===== src/rtl/decoder_scan_pkg.sv =====
// Shared types and helpers for the decoder scan sequencer.
// Pure declarations: no logic, no latency.
package decoder_scan_pkg;

  localparam int IDX_W = 3;
  localparam logic [IDX_W-1:0] IDX_MAX = 3'd7;

  typedef enum logic [1:0] {
    ST_IDLE  = 2'd0,
    ST_RUN   = 2'd1,
    ST_PAUSE = 2'd2
  } state_t;

  // Modulo-8 step in either direction; the index width makes wrap implicit.
  function automatic logic [IDX_W-1:0] next_idx(input logic [IDX_W-1:0] idx, input logic dn);
    return dn ? idx - 1'b1 : idx + 1'b1;
  endfunction

endpackage


===== src/rtl/decoder_scan_ctrl_tick.sv =====
// Prescaler: tick is combinational, high on the DIV-th consecutive run cycle.
// Count is held at zero whenever run is low; no backpressure.
module scan_tick_gen #(
  parameter int DIV   = 4,
  parameter int DIV_W = 16
) (
  input  logic clk,
  input  logic rst,
  input  logic run,
  output logic tick
);

  logic [DIV_W-1:0] count;

  assign tick = run && (count == DIV_W'(DIV - 1));

  always_ff @(posedge clk or posedge rst) begin
    if (rst) begin
      count <= '0;
    end else if (!run || tick) begin
      count <= '0;
    end else begin
      count <= count + DIV_W'(1);
    end
  end

endmodule


===== src/rtl/decoder_scan_ctrl.sv =====
// Drives 3-to-8 decoder selects with a prescaled up/down index; run/pause/step/idle control.
// All outputs registered; first advance DIV cycles after start is sampled; no backpressure.
module decoder_scan_ctrl
  import decoder_scan_pkg::*;
#(
  parameter int DIV   = 4,
  parameter int DIV_W = 16
) (
  input  logic clk,
  input  logic rst,
  input  logic start,
  input  logic stop,
  input  logic step,
  input  logic dir,
  output logic a,
  output logic b,
  output logic c,
  output logic en,
  output logic wrap
);

  state_t           state, state_nx;
  logic [IDX_W-1:0] idx, idx_nx;
  logic             en_q, en_nx;
  logic             wrap_q, wrap_nx;
  logic             tick;
  logic             adv;

  scan_tick_gen #(
    .DIV   (DIV),
    .DIV_W (DIV_W)
  ) u_tick (
    .clk  (clk),
    .rst  (rst),
    .run  (state == ST_RUN),
    .tick (tick)
  );

  always_ff @(posedge clk or posedge rst) begin
    if (rst) begin
      state  <= ST_IDLE;
      idx    <= '0;
      en_q   <= 1'b0;
      wrap_q <= 1'b0;
    end else begin
      state  <= state_nx;
      idx    <= idx_nx;
      en_q   <= en_nx;
      wrap_q <= wrap_nx;
    end
  end

  always_comb begin
    state_nx = state;
    idx_nx   = idx;
    wrap_nx  = 1'b0;
    adv      = 1'b0;

    // stop outranks start in every state
    case (state)
      ST_IDLE: begin
        if (!stop && start) state_nx = ST_RUN;
      end
      ST_RUN: begin
        adv = tick;
        if (stop) state_nx = ST_PAUSE;
      end
      ST_PAUSE: begin
        if (stop) begin
          state_nx = ST_IDLE;
          idx_nx   = '0;
        end else if (start) begin
          state_nx = ST_RUN;
        end else if (step) begin
          adv = 1'b1;
        end
      end
      default: begin
        state_nx = ST_IDLE;
        idx_nx   = '0;
      end
    endcase

    if (adv) begin
      idx_nx  = next_idx(idx, dir);
      wrap_nx = dir ? (idx == '0) : (idx == IDX_MAX);
    end

    en_nx = (state_nx == ST_RUN) || (state_nx == ST_PAUSE);
  end

  assign {a, b, c} = idx;
  assign en        = en_q;
  assign wrap      = wrap_q;

endmodule


===== config.mk =====
export PLATFORM = sky130hd
export DESIGN_NAME = decoder_scan_ctrl
export DESIGN_NICKNAME = d
export VERILOG_FILES = /design/src/rtl/decoder_scan_pkg.sv /design/src/rtl/decoder_scan_ctrl_tick.sv /design/src/rtl/decoder_scan_ctrl.sv
export SDC_FILE = /design/constraint.sdc
export NUM_CORES = 1
export LEC_CHECK = 0
export CORE_ASPECT_RATIO = 0.75
export CORE_UTILIZATION = 50
export CTS_CLUSTER_SIZE = 14
export DETAILED_ROUTE_END_ITERATION = 7
export GPL_TIMING_DRIVEN = 0
export PLACE_DENSITY = 0.74
export SLEW_MARGIN = 30
export SYNTH_ARGS = -nofsm -noshare
export SYNTH_HDL_FRONTEND = slang
export SYNTH_HIERARCHICAL = 1
export SYNTH_SLANG_ARGS = --single-unit

===== constraint.sdc =====
create_clock -name clk -period 1.7 [get_ports clk]
set_input_delay 0.34 -clock clk [delete_from_list [all_inputs] [get_ports clk]]
set_output_delay 0.34 -clock clk [all_outputs]
set_load 0.05 [all_outputs]

==> results_dict.tcl, run 1 <==
set metrics [dict create \
    diodes 0 \
    period_needed_ns 1.74 \
    synth_compound_area_share_pct 9.24 \
    dp_slack_ns -0.318 \
    met2_usage_pct 35.3 \
    worstHoldPathType "input pin to async pin" \
    clkLatencyLatePin_ns 0.31 \
    crit_required_ns 1.95 \
    fin_crit_sh_pct 102 \
    final_cell_mix "nor2_1, dfrtp_1, buf_4, inv_1" \
    synth_area_leaders "dfrtp_1, xnor2_1, nor2_1" \
    yosysWarningCount 6 \
    cts_tree "yes" \
    cp.arrival_ns 1.99 \
    critPathTopFamily "simple AND/OR/NAND/NOR gates" \
    drv_cap 0 \
    drt_iter0_drc 52 \
    syn_to_final_growth_pct 32.6 \
    yosys.area.top_type "dfrtp_1" \
    remaining_drc_errors 0 \
    tns_ns -0.250 \
    grt-busiest-layer "met2" \
    grt_first_pass_wirelength_um 4420 \
    wire_per_inst_um 15.8 \
    synth_xor_area_share_pct 9.05 \
    cts_sinks 23 \
    root_buffer "clkbuf_4" \
    vias 1124 \
    maxSlewViolCount 0 \
    antenna_found_initial 0 \
    fmax_mhz 575 \
    crit_buf_inv 0 \
    skew_ns 0.00412 \
    final_common_cell "nor2_1" \
    cpMaxStageDelayCell "dfrtp_1" \
    fin_nets 175 \
    leakage_uw 0.000710 \
    cts_max_path_buffers 2 \
    path_class "flip-flop to flip-flop" \
    cts_inserted_buffers 3 \
    muxShareOfSynthArea_pct 0 \
    rows 15 \
    timing.final.ws_setup_ns -0.0380 \
    synth.avg_cell_area_um2 9.46 \
    power-per-cell-area_nw_per_um2 925 \
    dieWidth_um 59.9 \
    grt_pass1_vias 991 \
    syn_nets 145 \
    r2r-start "u_tick/count[12]" \
    totalWireLength_um 3100 \
    start_util_pct 53.7 \
    grt.met3_usage_pct 5.40 \
    worst_slew_pin_slew_ns 0.602 \
    synth_top_family_by_area "simple AND/OR/NAND/NOR gates" \
    status "complete, but fails checks" \
    worst_r2r_path_depth 7 \
    grt_max_degree 17 \
    synthAdderAreaFrac_pct 6.56 \
    reg2reg_setup_slack_ns -0.04 \
    fillCellCount 152 \
    grt_usage_pct 22.4 \
    grtUsageMet1_pct 30.3 \
    htreeDepth 1 \
    violations "setup timing" \
    ys_ff_latch 23 \
    grt-ovfl-total 0 \
    via_per_inst 5.73 \
    place.gp.congestion 0.804 \
    core_um2 2350 \
    start_kind "flip-flop" \
    grt_setup_unrepaired "yes" \
    peakVddDrop_mv 0.995 \
    synthDistinctLibCells 34 \
    cpPeakStageDelay_ns 0.45 \
    path_depth 7 \
    clk_pin_slew_ns 0.12 \
    setup_viol 13 \
    num_io_pins 11 \
    cp-end-kind "flip-flop" \
    hpwlAfterDp_um 1840 \
    die_h_um 45.5 \
    ant_nets 0 \
    r2r_end "idx[2]" \
    hold_violations 0 \
    synthCells 133 \
    cp_max_fo 7 \
    synth_simple_gate_area_share_pct 25.0 \
    yosysTopAreaCellShare_pct 45.7 \
    relSlewSlack_pct 59.8 \
    drive_gt1_share_pct 30.9 \
    seq_area_frac_synth_pct 45.7 \
    portBuffers 10 \
    die_area_um2 2720 \
    path_cells "nor4_1 -> nand4_1 -> nor2_2 -> and2_4 -> o21ai_4 -> a21o_1 -> nand2_1" \
    syn-cell-area_um2 1260 \
    dr.pass1.iters 4 \
]
[area by class of cell]
cell class              instances  area, µm²  share of cell area, %
multi-input cells              95        728                   43.6
flip-flops and latches         23        587                   35.2
inverters                      13       48.8                   2.92
plain buffers                   1       11.3                  0.675
clock buffers                   4       26.3                   1.57
well taps                      34       42.5                   2.55
repair buffers                 26        225                   13.5
[metrics by stage]
stage | utilization (%) | cell area (µm²) | total power (µW) | instances | hold slack [ns]
2_1_floorplan | - | 1260 | 1010 | 133 | 0.143
3_3_place_gp | 59.8 | 1400 | 1130 | 177 | 0.474
3_5_place_dp | 59.8 | 1400 | 1140 | 177 | 0.480
4_1_cts | 65.5 | 1540 | 1440 | 187 | 0.285
5_1_grt | 71.1 | 1670 | 1630 | 196 | 0.306
6_report | 71.1 | 1670 | 1540 | 196 | 0.283
[worst max-delay path by stage]
stage | from | endpoint | slack [ns]
2_1_floorplan | idx[0] | idx[2] | 0.002
3_3_place_gp | dir | idx[2] | -0.25
3_5_place_dp | dir | idx[2] | -0.32
4_1_cts | u_tick/count[3] | idx[1] | -0.01
5_1_grt | u_tick/count[12] | idx[2] | -0.08
6_report | u_tick/count[12] | idx[2] | -0.04
[flip-flops by register name, summed over array words and instances, names as in the netlist]
signal	flops
u_tick/count	16
idx	3
state	2
en	1
wrap	1
[Yosys cell counts (all sizes together)]
| cell | instances |
|---|---|
| nor4b | 1 |
| xnor2 | 9 |
| and3 | 3 |
| inv | 13 |
| nor4 | 5 |
| or2 | 1 |
| nor3 | 2 |
| nand2 | 7 |
| and2 | 1 |
| a21o | 1 |
| clkbuf | 2 |
| a21oi | 4 |
| a211o | 1 |
| or3 | 3 |
| nor2 | 20 |
| o21a | 1 |
| a211oi | 1 |
| xor2 | 4 |
| dfrtp | 23 |
| or4 | 2 |
| fa | 1 |
| a221oi | 1 |
| ha | 5 |
| nand2b | 1 |
| nand4 | 4 |
| o211ai | 3 |
| o21ai | 6 |
| nor4bb | 1 |
| nand3 | 7 |
[per-layer routing]
metal | share of wire [%] | up-vias | wire (µm)
met5 | 0 | - | 0
met4 | 1.7 | 0 | 52
met3 | 6.7 | 8 | 207
met2 | 50 | 53 | 1550
met1 | 42 | 547 | 1290
li1 | - | 516 | -
[power breakdown]
group	internal [µW]	switching (µW)
logic	241	384
registers	609	62.3
clock network	91.6	156
[timing repair]
item | CTS | global route
resized for setup | 21 | 20
buffers inserted | 7 | 9
endpoints found under the hold margin | 0 | 0
endpoints found under the setup margin | 22 | 17
hold buffers | 0 | 0
pin swaps | 4 | 12
[logic make-up after synthesis]
| group | Yosys count |
|---|---|
| AOI/OAI and AO/OA | 18 |
| xor gates and xnor gates | 13 |
| adders and majority gates | 6 |
| buffers and inverters | 15 |
| DFF | 23 |
| and+or+nand+nor | 58 |
Note: power is estimated with default switching activity, not from simulation.
==> inputs of run 2 (changes only) <==
--- a/config.mk
+++ b/config.mk
@@ -6,11 +6,11 @@
 export NUM_CORES = 1
 export LEC_CHECK = 0
 export CORE_ASPECT_RATIO = 0.75
-export CORE_UTILIZATION = 50
+export CORE_UTILIZATION = 37
 export CTS_CLUSTER_SIZE = 14
 export DETAILED_ROUTE_END_ITERATION = 7
 export GPL_TIMING_DRIVEN = 0
-export PLACE_DENSITY = 0.74
+export PLACE_DENSITY = 0.58
 export SLEW_MARGIN = 30
 export SYNTH_ARGS = -nofsm -noshare
 export SYNTH_HDL_FRONTEND = slang
==> results_dict.tcl, run 2 (synthesis results as in run 1) <==
set metrics [dict create \
    hpwlAfterDp_um 1750 \
    fillCellCount 269 \
    reg2reg_setup_slack_ns 0.007 \
    core_um2 3080 \
    critPathTopFamily "simple AND/OR/NAND/NOR gates" \
    drive_gt1_share_pct 34.1 \
    clockPowerShare_pct 20.1 \
    crit_buf_inv 1 \
    cpPeakStageDelay_ns 0.47 \
    final_common_cell "nor2_1" \
    clk_pin_slew_ns 0.08 \
    grt_usage_pct 16.9 \
    drv_cap 0 \
    drt_iter0_drc 30 \
    status "finished, final reports clean" \
    largest_reg_flops 16 \
    r2r-start "u_tick/count[1]" \
    remaining_drc_errors 0 \
    ant_nets 0 \
    power_uw 1650 \
    cts_tree "yes" \
    cts_max_path_buffers 2 \
    path_cells "buf_4 -> nand3_1 -> or4_4 -> or3_1 -> a21oi_1" \
    p_int_uw 1050 \
    swShare_pct 36.5 \
    num_io_pins 11 \
    fin_nets 177 \
    worst_slew_pin_slew_ns 0.608 \
    met2_usage_pct 27.3 \
    maxSlewViolCount 0 \
    grt.met3_usage_pct 4.62 \
    diodes 0 \
    fmax_mhz 591 \
    syn_to_final_growth_pct 34.5 \
    crit_required_ns 1.89 \
    power-per-cell-area_nw_per_um2 972 \
    worst_r2r_path_depth 5 \
    final_cell_mix "nor2_1, buf_4, dfrtp_2, dfrtp_1" \
    pwr-share-comb_pct 38.7 \
    relSlewSlack_pct 59.4 \
    grtUsageMet1_pct 23.2 \
    final_area_um2 1690 \
    grt-ovfl-total 0 \
    period_needed_ns 1.69 \
    hold_violations 0 \
    vias 1071 \
    place_area_um2 1410 \
    htreeDepth 1 \
    die_h_um 52.5 \
    clkLatencyLatePin_ns 0.26 \
    leakage_uw 0.000728 \
    top_regs "u_tick/count (16), idx (3), state (2)" \
    cp_max_fo 5 \
    dieWidth_um 69.4 \
    cp-end-kind "flip-flop" \
    peakVddDrop_mv 0.651 \
    place.gp.congestion 0.761 \
    start_kind "flip-flop" \
    top_register "u_tick/count" \
    r2r_end "u_tick/count[15]" \
    die_area_um2 3640 \
    fin_crit_sh_pct 99.6 \
    grt_setup_unrepaired "yes" \
    grt_max_degree 17 \
    antenna_found_initial 0 \
    root_buffer "clkbuf_8" \
    path_class "flip-flop to flip-flop" \
    rows 17 \
    switching_power_uw 601 \
    grt_first_pass_wirelength_um 4790 \
    seq_power_share_pct 41.2 \
    tns_ns 0 \
    cpMaxStageDelayCell "or4_4" \
    via_per_inst 5.30 \
    dr.pass1.iters 4 \
    worstHoldPathType "input pin to async pin" \
    cp.arrival_ns 1.88 \
    grt-busiest-layer "met2" \
    start_util_pct 40.8 \
    portBuffers 10 \
    cts_inserted_buffers 3 \
    skew_ns 0.00300 \
    totalWireLength_um 2760 \
    wire_per_inst_um 13.7 \
    setup_viol 0 \
    grt_pass1_vias 1034 \
    cts_sinks 23 \
]
-- run 2: changes by cell type in the layout (fill, tap and decap cells not counted), moves of 3 or more --
| cell | before | now |
|---|---|---|
| buf_6 | 4 | 0 |
| dfrtp_1 | 14 | 11 |
| buf_4 | 13 | 19 |
| dfrtp_2 | 9 | 12 |
| clkbuf_8 | 0 | 3 |
| clkbuf_4 | 3 | 0 |
-- run 2: worst max path at each step --
stage,start,to,slack [ns],depth (start not counted)
finish,u_tick/count[1],u_tick/count[15],0.007,5
global route,u_tick/count[0],idx[1],-0.08,8
CTS,dir,idx[2],0.0009,7
detailed placement,u_tick/count[0],u_tick/count[5],-0.28,6
global placement,dir,idx[2],-0.26,7
floorplan,idx[0],idx[2],0.002,6
-- run 2: power by group through the flow --
stage,sequential (µW),combinational (µW),clock (µW)
finish,678,637,330
global placement,670,467,0
detailed placement,672,473,0
floorplan,724,287,0
CTS,669,509,342
global route,687,720,367
-- run 2: area by class of cell --
class / count / area [µm²] / area share (%)
flip-flops and latches: 23 / 591 / 34.9
multi-input cells: 95 / 721 / 42.6
repair buffers: 28 / 231 / 13.7
clock buffers: 3 / 41.3 / 2.44
plain buffers: 1 / 7.51 / 0.443
clock inverters: 1 / 5.00 / 0.296
inverters: 13 / 48.8 / 2.88
well taps: 38 / 47.5 / 2.81
-- run 2: routing by layer --
metal	vias up	share of wire [%]
met5	-	0
met4	0	0.33
met3	2	3.0
met2	16	45
met1	532	51
li1	521	-
-- run 2: what timing repair did --
action	4_1_cts	5_1_grt
resized for setup	20	21
endpoints found under the setup margin	22	17
endpoints found under the hold margin	0	0
hold buffers	0	0
setup buffers	10	8
pin swaps	4	3
-- run 2: per-stage QoR --
| step | setup slack, ns | std cells | hold slack (ns) | util (%) |
|---|---|---|---|---|
| final | 0.00667 | 202 | 0.338 | 54.9 |
| after global routing | -0.0756 | 202 | 0.358 | 54.9 |
| after CTS | 0.000897 | 194 | 0.349 | 50.9 |
| after detailed placement | -0.283 | 181 | 0.484 | 45.7 |
| after global placement | -0.261 | 181 | 0.479 | 45.7 |
| after floorplan | 0.00215 | 133 | 0.143 | - |
